## config.mk

```make
export PLATFORM = sky130hd
export DESIGN_NAME = st_encoder_sched
export DESIGN_NICKNAME = d
export VERILOG_FILES = /design/src/rtl/st_encoder_sched.sv
export SDC_FILE = /design/constraint.sdc
export NUM_CORES = 1
export LEC_CHECK = 0
export BUFFER_PORTS_ARGS = -buffer_cell sky130_fd_sc_hd__buf_2
export CORE_AREA = 2 2 176 178
export CTS_CLUSTER_SIZE = 28
export DETAILED_ROUTE_END_ITERATION = 16
export DIE_AREA = 0 0 178 180
export GPL_TIMING_DRIVEN = 0
export PLACE_DENSITY = 0.77
export SYNTH_ARGS = -nofsm -noshare
export SYNTH_HDL_FRONTEND = slang
export SYNTH_SLANG_ARGS = --single-unit
```

## constraint.sdc

```tcl
create_clock -name clk -period 7.79 [get_ports clk]
set_input_delay 1.1685 -clock clk [delete_from_list [all_inputs] [get_ports clk]]
set_output_delay 1.1685 -clock clk [all_outputs]
set_load 0.005 [all_outputs]
```

## src/rtl/st_encoder_sched.sv

```systemverilog
// MSG3/MSG4 round-robin scheduler and byte-stream frame encoder with stall abort.
// Optional presence byte after the type byte when ST_ENCODER_PRESENCE_BYTE_EN is defined.
package st_encoder_pkg;

    typedef enum logic [7:0] {
        MSG_TYPE_MSG3 = 8'd4,
        MSG_TYPE_MSG4 = 8'd6
    } msg_type_supported_t;

    typedef struct packed {
        logic            field0_avail;
        logic [8:0][7:0] field0;
        logic            field1_avail;
        logic [2:0][7:0] field1;
        logic            z_avail;
        logic [5:0][7:0] z;
        logic            field2_avail;
        logic [4:0][7:0] field2;
        logic            field3_avail;
        logic [3:0][7:0] field3;
    } msg3_fields_t;

    typedef struct packed {
        logic            field0_avail;
        logic [8:0][7:0] field0;
        logic            field1_avail;
        logic [2:0][7:0] field1;
        logic            z_avail;
        logic [5:0][7:0] z;
        logic            field2_avail;
        logic [4:0][7:0] field2;
        logic            field3_avail;
        logic [2:0][7:0] field3;
    } msg4_fields_t;

endpackage

module st_encoder_sched
    import st_encoder_pkg::*;
#(
    parameter int unsigned STALL_LIMIT = 255
) (
    input  logic         clk,
    input  logic         rst_n,
    input  logic         m3_valid,
    input  msg3_fields_t m3_msg,
    output logic         m3_ready,
    input  logic         m4_valid,
    input  msg4_fields_t m4_msg,
    output logic         m4_ready,
    output logic         out_valid,
    input  logic         out_ready,
    output logic [7:0]   out_data,
    output logic         out_sop,
    output logic         out_eop,
    output logic         busy,
    output logic         grant_id,
    output logic         err_stall
);

    localparam logic [7:0] LIMIT = 8'(STALL_LIMIT);

    typedef enum logic [1:0] {IDLE, HDR, PRES, FIELD} state_t;

    state_t                state_reg, state_next;
    logic                  grant_reg, last_grant_reg, err_stall_reg;
    logic [4:0]            avail_reg, load_avail, after_mask;
    logic [4:0][8:0][7:0]  data_reg, load_data;
    logic [2:0]            fi_reg, fi_next, first_idx, nxt_idx;
    logic [3:0]            bi_reg, bi_next;
    logic [7:0]            stall_cnt_reg, stall_inc;
    logic                  grant_m3, grant_m4, accept, handshake, abort;
    logic                  first_found, nxt_found;

    // Lowest set bit wins: fields are emitted in ascending index order.
    function automatic logic [2:0] lowest(input logic [4:0] m);
        lowest = 3'd0;
        for (int i = 4; i >= 0; i--)
            if (m[i]) lowest = 3'(i);
    endfunction

    function automatic logic [3:0] last_byte(input logic [2:0] idx, input logic g);
        case (idx)
            3'd0:    last_byte = 4'd8;
            3'd1:    last_byte = 4'd2;
            3'd2:    last_byte = 4'd5;
            3'd3:    last_byte = 4'd4;
            default: last_byte = g ? 4'd2 : 4'd3;
        endcase
    endfunction

    for (genvar gi = 0; gi < 5; gi++) begin : g_after
        assign after_mask[gi] = avail_reg[gi] && (3'(gi) > fi_reg);
    end

    assign first_found = |avail_reg;
    assign first_idx   = lowest(avail_reg);
    assign nxt_found   = |after_mask;
    assign nxt_idx     = lowest(after_mask);

    // Ties go to whichever requester was not granted last.
    assign grant_m3 = rst_n && (state_reg == IDLE) && m3_valid && (!m4_valid || last_grant_reg);
    assign grant_m4 = rst_n && (state_reg == IDLE) && m4_valid && (!m3_valid || !last_grant_reg);
    assign accept   = grant_m3 || grant_m4;
    assign m3_ready = grant_m3;
    assign m4_ready = grant_m4;

    assign busy      = (state_reg != IDLE);
    assign grant_id  = grant_reg;
    assign err_stall = err_stall_reg;
    assign handshake = out_valid && out_ready;
    assign stall_inc = (stall_cnt_reg == 8'hFF) ? 8'hFF : stall_cnt_reg + 8'd1;

    always_comb begin
        load_data = '0;
        if (grant_m4) begin
            load_avail = {m4_msg.field3_avail, m4_msg.field2_avail, m4_msg.z_avail,
                          m4_msg.field1_avail, m4_msg.field0_avail};
            load_data[0]      = m4_msg.field0;
            load_data[1][2:0] = m4_msg.field1;
            load_data[2][5:0] = m4_msg.z;
            load_data[3][4:0] = m4_msg.field2;
            load_data[4][2:0] = m4_msg.field3;
        end else begin
            load_avail = {m3_msg.field3_avail, m3_msg.field2_avail, m3_msg.z_avail,
                          m3_msg.field1_avail, m3_msg.field0_avail};
            load_data[0]      = m3_msg.field0;
            load_data[1][2:0] = m3_msg.field1;
            load_data[2][5:0] = m3_msg.z;
            load_data[3][4:0] = m3_msg.field2;
            load_data[4][3:0] = m3_msg.field3;
        end
    end

    always_comb begin
        state_next = state_reg;
        fi_next    = fi_reg;
        bi_next    = bi_reg;
        out_valid  = 1'b0;
        out_sop    = 1'b0;
        out_eop    = 1'b0;
        out_data   = 8'd0;
        abort      = 1'b0;
        case (state_reg)
            IDLE: begin
                if (accept) state_next = HDR;
            end
            HDR: begin
                out_valid = 1'b1;
                out_sop   = 1'b1;
                out_data  = grant_reg ? MSG_TYPE_MSG4 : MSG_TYPE_MSG3;
`ifdef ST_ENCODER_PRESENCE_BYTE_EN
                if (handshake) state_next = PRES;
            end
            PRES: begin
                out_valid = 1'b1;
                out_data  = {3'b000, avail_reg};
`endif
                out_eop = !first_found;
                if (handshake) begin
                    if (first_found) begin
                        state_next = FIELD;
                        fi_next    = first_idx;
                        bi_next    = last_byte(first_idx, grant_reg);
                    end else begin
                        state_next = IDLE;
                    end
                end
            end
            FIELD: begin
                out_valid = 1'b1;
                out_data  = data_reg[fi_reg][bi_reg];
                out_eop   = (bi_reg == 4'd0) && !nxt_found;
                if (handshake) begin
                    if (bi_reg != 4'd0) begin
                        bi_next = bi_reg - 4'd1;
                    end else if (nxt_found) begin
                        fi_next = nxt_idx;
                        bi_next = last_byte(nxt_idx, grant_reg);
                    end else begin
                        state_next = IDLE;
                    end
                end
            end
            default: state_next = IDLE;
        endcase
        // The stall that brings the counter to the limit ends the frame without eop.
        if (out_valid && !out_ready && (LIMIT != 8'd0) && (stall_inc >= LIMIT)) begin
            abort      = 1'b1;
            state_next = IDLE;
        end
    end

    always_ff @(posedge clk) begin
        if (!rst_n) begin
            state_reg      <= IDLE;
            grant_reg      <= 1'b0;
            last_grant_reg <= 1'b1;
            err_stall_reg  <= 1'b0;
            avail_reg      <= '0;
            fi_reg         <= '0;
            bi_reg         <= '0;
            stall_cnt_reg  <= '0;
        end else begin
            state_reg     <= state_next;
            fi_reg        <= fi_next;
            bi_reg        <= bi_next;
            err_stall_reg <= abort;
            if (accept) begin
                grant_reg      <= grant_m4;
                last_grant_reg <= grant_m4;
                avail_reg      <= load_avail;
            end
            if ((state_reg == IDLE) || handshake || abort)
                stall_cnt_reg <= '0;
            else if (out_valid && !out_ready)
                stall_cnt_reg <= stall_inc;
        end
    end

    // Payload bytes carry no reset; they are only visible after an accept loads them.
    always_ff @(posedge clk) begin
        if (accept) data_reg <= load_data;
    end

endmodule

```

==> results_dict.tcl <==
set metrics [dict create \
    synthesis.nets 1812 \
    layout_setup_ws_ps 3140 \
    drc 0 \
    grt_start_max_net_pins 75 \
    ys_top_cells_by_area "edfxtp_1 51%, nand2_1 19%, dfxtp_1 3.9%, mux2i_1 3.3%, mux2_2 2.2%" \
    r2r-start "state_reg[1]$_SDFFE_PP0P_" \
    ff_latch_area_mm2 0.00699 \
    grt_pass1_vias 12000 \
    ctsHoldBuffers 0 \
    r2r_slack_ps 4530 \
    grt_pass1_wl_um 75000 \
    outcome "finished, final reports clean" \
    fillCellCount 2776 \
    cell_internal_pwr_uw 2490 \
    leakage_uw 0.00738 \
    comb_power_share_pct 17.2 \
    holdPathEnd "last_grant_reg$_SDFFE_PN1P_" \
    synth_edf_count 216 \
    largest_register_ffs 216 \
    sw_frac_of_total_pct 27.5 \
    io_pins 455 \
    globalRouteOverflowTotal 0 \
    p_seq_share_pct 46.5 \
    cp-start-kind "input pin" \
    dp_hpwl_um 40200 \
    yosysWarnings 0 \
    num_rows 64 \
    syn_inst 1371 \
    yosysTopAreaCell "edfxtp_1" \
    synth-main-ff-cell "edfxtp_1" \
    rsz0062_at_grt "false" \
    powerDensity_mw_per_mm2 209 \
    yosysSeqAreaShare_pct 54.9 \
    tns_ps 0 \
    synthMuxAreaShare_pct 6.76 \
    worstHoldPathType "flop to flop" \
    cts_max_path_buffers 3 \
    crit_arrival_ps 3480 \
    cts_root_buf "clkbuf_16" \
    avgSynthCellArea_um2 9.27 \
    first_iter_violations 1346 \
    final_util_pct 54.5 \
    h-tree-depth 1 \
    path_clk_slew_ps 60 \
    instances_no_fill 2282 \
    rr_worst_depth 9 \
    relSlewSlack_pct 21.3 \
    dieArea_mm2 0.0320 \
    hold_start "last_grant_reg$_SDFFE_PN1P_" \
    finalSetupViolCount 0 \
    async_flop_share_pct 0 \
    vias_per_cell 5.53 \
    grt_usage_pct 32.5 \
    syn_to_final_growth_pct 29.4 \
    routabilityCongestion 0.950 \
    cts_tree "yes" \
    yosys.area_share.simple_pct 24.7 \
    final_nets 2297 \
    fin_crit_ps 4650 \
    synthXorXnorAreaFrac_pct 0.138 \
    synth_compound_area_share_pct 9.51 \
    cts_buffers 27 \
    wl_per_cell_um 23.3 \
    cp.required_ps 6620 \
    placedCellCount 2223 \
    vdd_ir_drop_max_uv 146 \
    worst_setup_path_end_kind "output port" \
    firstDrtPassIters 5 \
    port_buffers 453 \
    fin_skew_ps 17.4 \
    crit_type "input pin to output port" \
    synth.top_cell.area_share_pct 51.0 \
    worst-path-max-fanout 10 \
    antenna_found_initial 11 \
    routed_wl_um 53200 \
    drive_above_1_share_pct 30.9 \
    rr_endpoint "data_reg[71]$_DFFE_PP_" \
    max_freq_mhz 215 \
    initial_core_util_pct 42.1 \
    die_w_um 178 \
    p_clk_share_pct 36.2 \
    detail-route-antenna-nets 0 \
    slew_violations 0 \
    synth-adder-area-share_pct 0.197 \
    switchingPower_uw 944 \
    cts_resized 0 \
    dieHeight_um 180 \
    startpoint "rst_n" \
    cts.sinks 241 \
    ys_ff_latch 241 \
    core_region_area_mm2 0.0302 \
    insertion_delay_ps 560 \
    multiInputGateArea_mm2 0.00526 \
    ys_types 69 \
    maxCapViolations 0 \
    syn_area_mm2 0.0127 \
    synth_top_family_by_area "simple AND/OR/NAND/NOR gates" \
    tightest_slew_ps 1180 \
    route.vias.total 12600 \
    yosysMostFrequentCell "nand2_1" \
    finalCritPeriodShare_pct 59.7 \
    synthTopCellsByCount "660 x nand2_1, 216 x edfxtp_1, 50 x clkbuf_1" \
    hold_depth 2 \
    pre_cts_slack_ps 3230 \
    hold_viol_final 0 \
    postCtsSetupBuffers 0 \
]
-- critical path, cell delays in order --
cell and delay, ps:
clkbuf_1 350, nand4_1 420, inv_1 160, buf_2 250
clkbuf_1 850, buf_2 260
-- metrics by stage --
step	hold slack [ps]	cell area [um2]	power [uW]
floorplan	464	12700	1930
global placement	474	15500	2220
detailed placement	484	15600	2200
CTS	494	16400	3430
global route	533	16400	3540
finish	495	16500	3430
-- layer usage --
| layer | wire (um) | track usage (%) |
|---|---|---|
| met5 | 27 | 0 |
| met4 | 3140 | 16.2 |
| met3 | 5100 | 6.13 |
| met2 | 24500 | 51.2 |
| met1 | 20500 | 42.6 |
-- worst max path at each step --
stage | end | slack (ps) | cells after the start
2_1_floorplan | data_reg[0]$_DFFE_PP_ | 740 | 4
5_1_grt | m4_ready | 3090 | 6
3_5_place_dp | m4_ready | 3230 | 6
3_3_place_gp | data_reg[38]$_DFFE_PP_ | -1550 | 4
6_report | m4_ready | 3140 | 6
4_1_cts | m4_ready | 3230 | 6
-- placed cells by master, fill, tap and decap left out, types with 4 or more instances in the layout --
| cell type | Yosys | layout |
|---|---|---|
| a211oi_1 | 12 | 12 |
| a21oi_1 | 34 | 34 |
| a221o_1 | 5 | 5 |
| a221oi_1 | 4 | 4 |
| a22oi_1 | 14 | 14 |
| a2bb2oi_1 | 4 | 4 |
| a311oi_1 | 8 | 8 |
| a31oi_1 | 9 | 9 |
| a32o_1 | 4 | 4 |
| and2_1 | 11 | 11 |
| buf_1 | 4 | 4 |
| buf_2 | 26 | 479 |
| buf_4 | 5 | 5 |
| clkbuf_1 | 50 | 55 |
| clkbuf_16 | 0 | 29 |
| clkinv_1 | 0 | 5 |
| dfxtp_1 | 25 | 25 |
| diode_2 | 0 | 11 |
| edfxtp_1 | 216 | 216 |
| inv_1 | 15 | 15 |
| mux2_2 | 25 | 25 |
| mux2i_1 | 42 | 42 |
| mux4_2 | 7 | 7 |
| nand2_1 | 660 | 659 |
| nand3_1 | 17 | 17 |
| nor2_1 | 45 | 45 |
| nor2b_1 | 8 | 8 |
| nor3_1 | 13 | 13 |
| o211ai_1 | 6 | 6 |
| o21ai_0 | 19 | 19 |
| o221ai_1 | 5 | 5 |
| o2bb2ai_1 | 4 | 4 |
| or3_1 | 6 | 6 |
-- area by class of cell --
cell class	count	share of cell area (%)
timing repair buffer	456	14.3
clock buffer	38	4.82
sequential	241	42.5
multi-input combinational	1025	31.9
inverter	16	0.365
clock inverter	10	0.403
tap	396	3.01
antenna	11	0.167
buffer	89	2.55
-- kinds of logic after synthesis --
group | Yosys count
multiplexers | 74
adder cells (fa/ha/maj) | 2
XOR/XNOR | 2
AND/OR/NAND/NOR | 782
AO/OA/AOI/OAI | 165
buffers and inverters | 105
flip-flops | 241
-- power by group through the flow --
stage                     sequential, uW  clock, uW  combinational, uW
after global routing                1610       1300                634
after floorplan                     1630          0                292
after CTS                           1600       1250                581
after detailed placement            1620          0                578
final                               1600       1240                592
after global placement              1660          0                558
(Power assumes the default switching activity.)
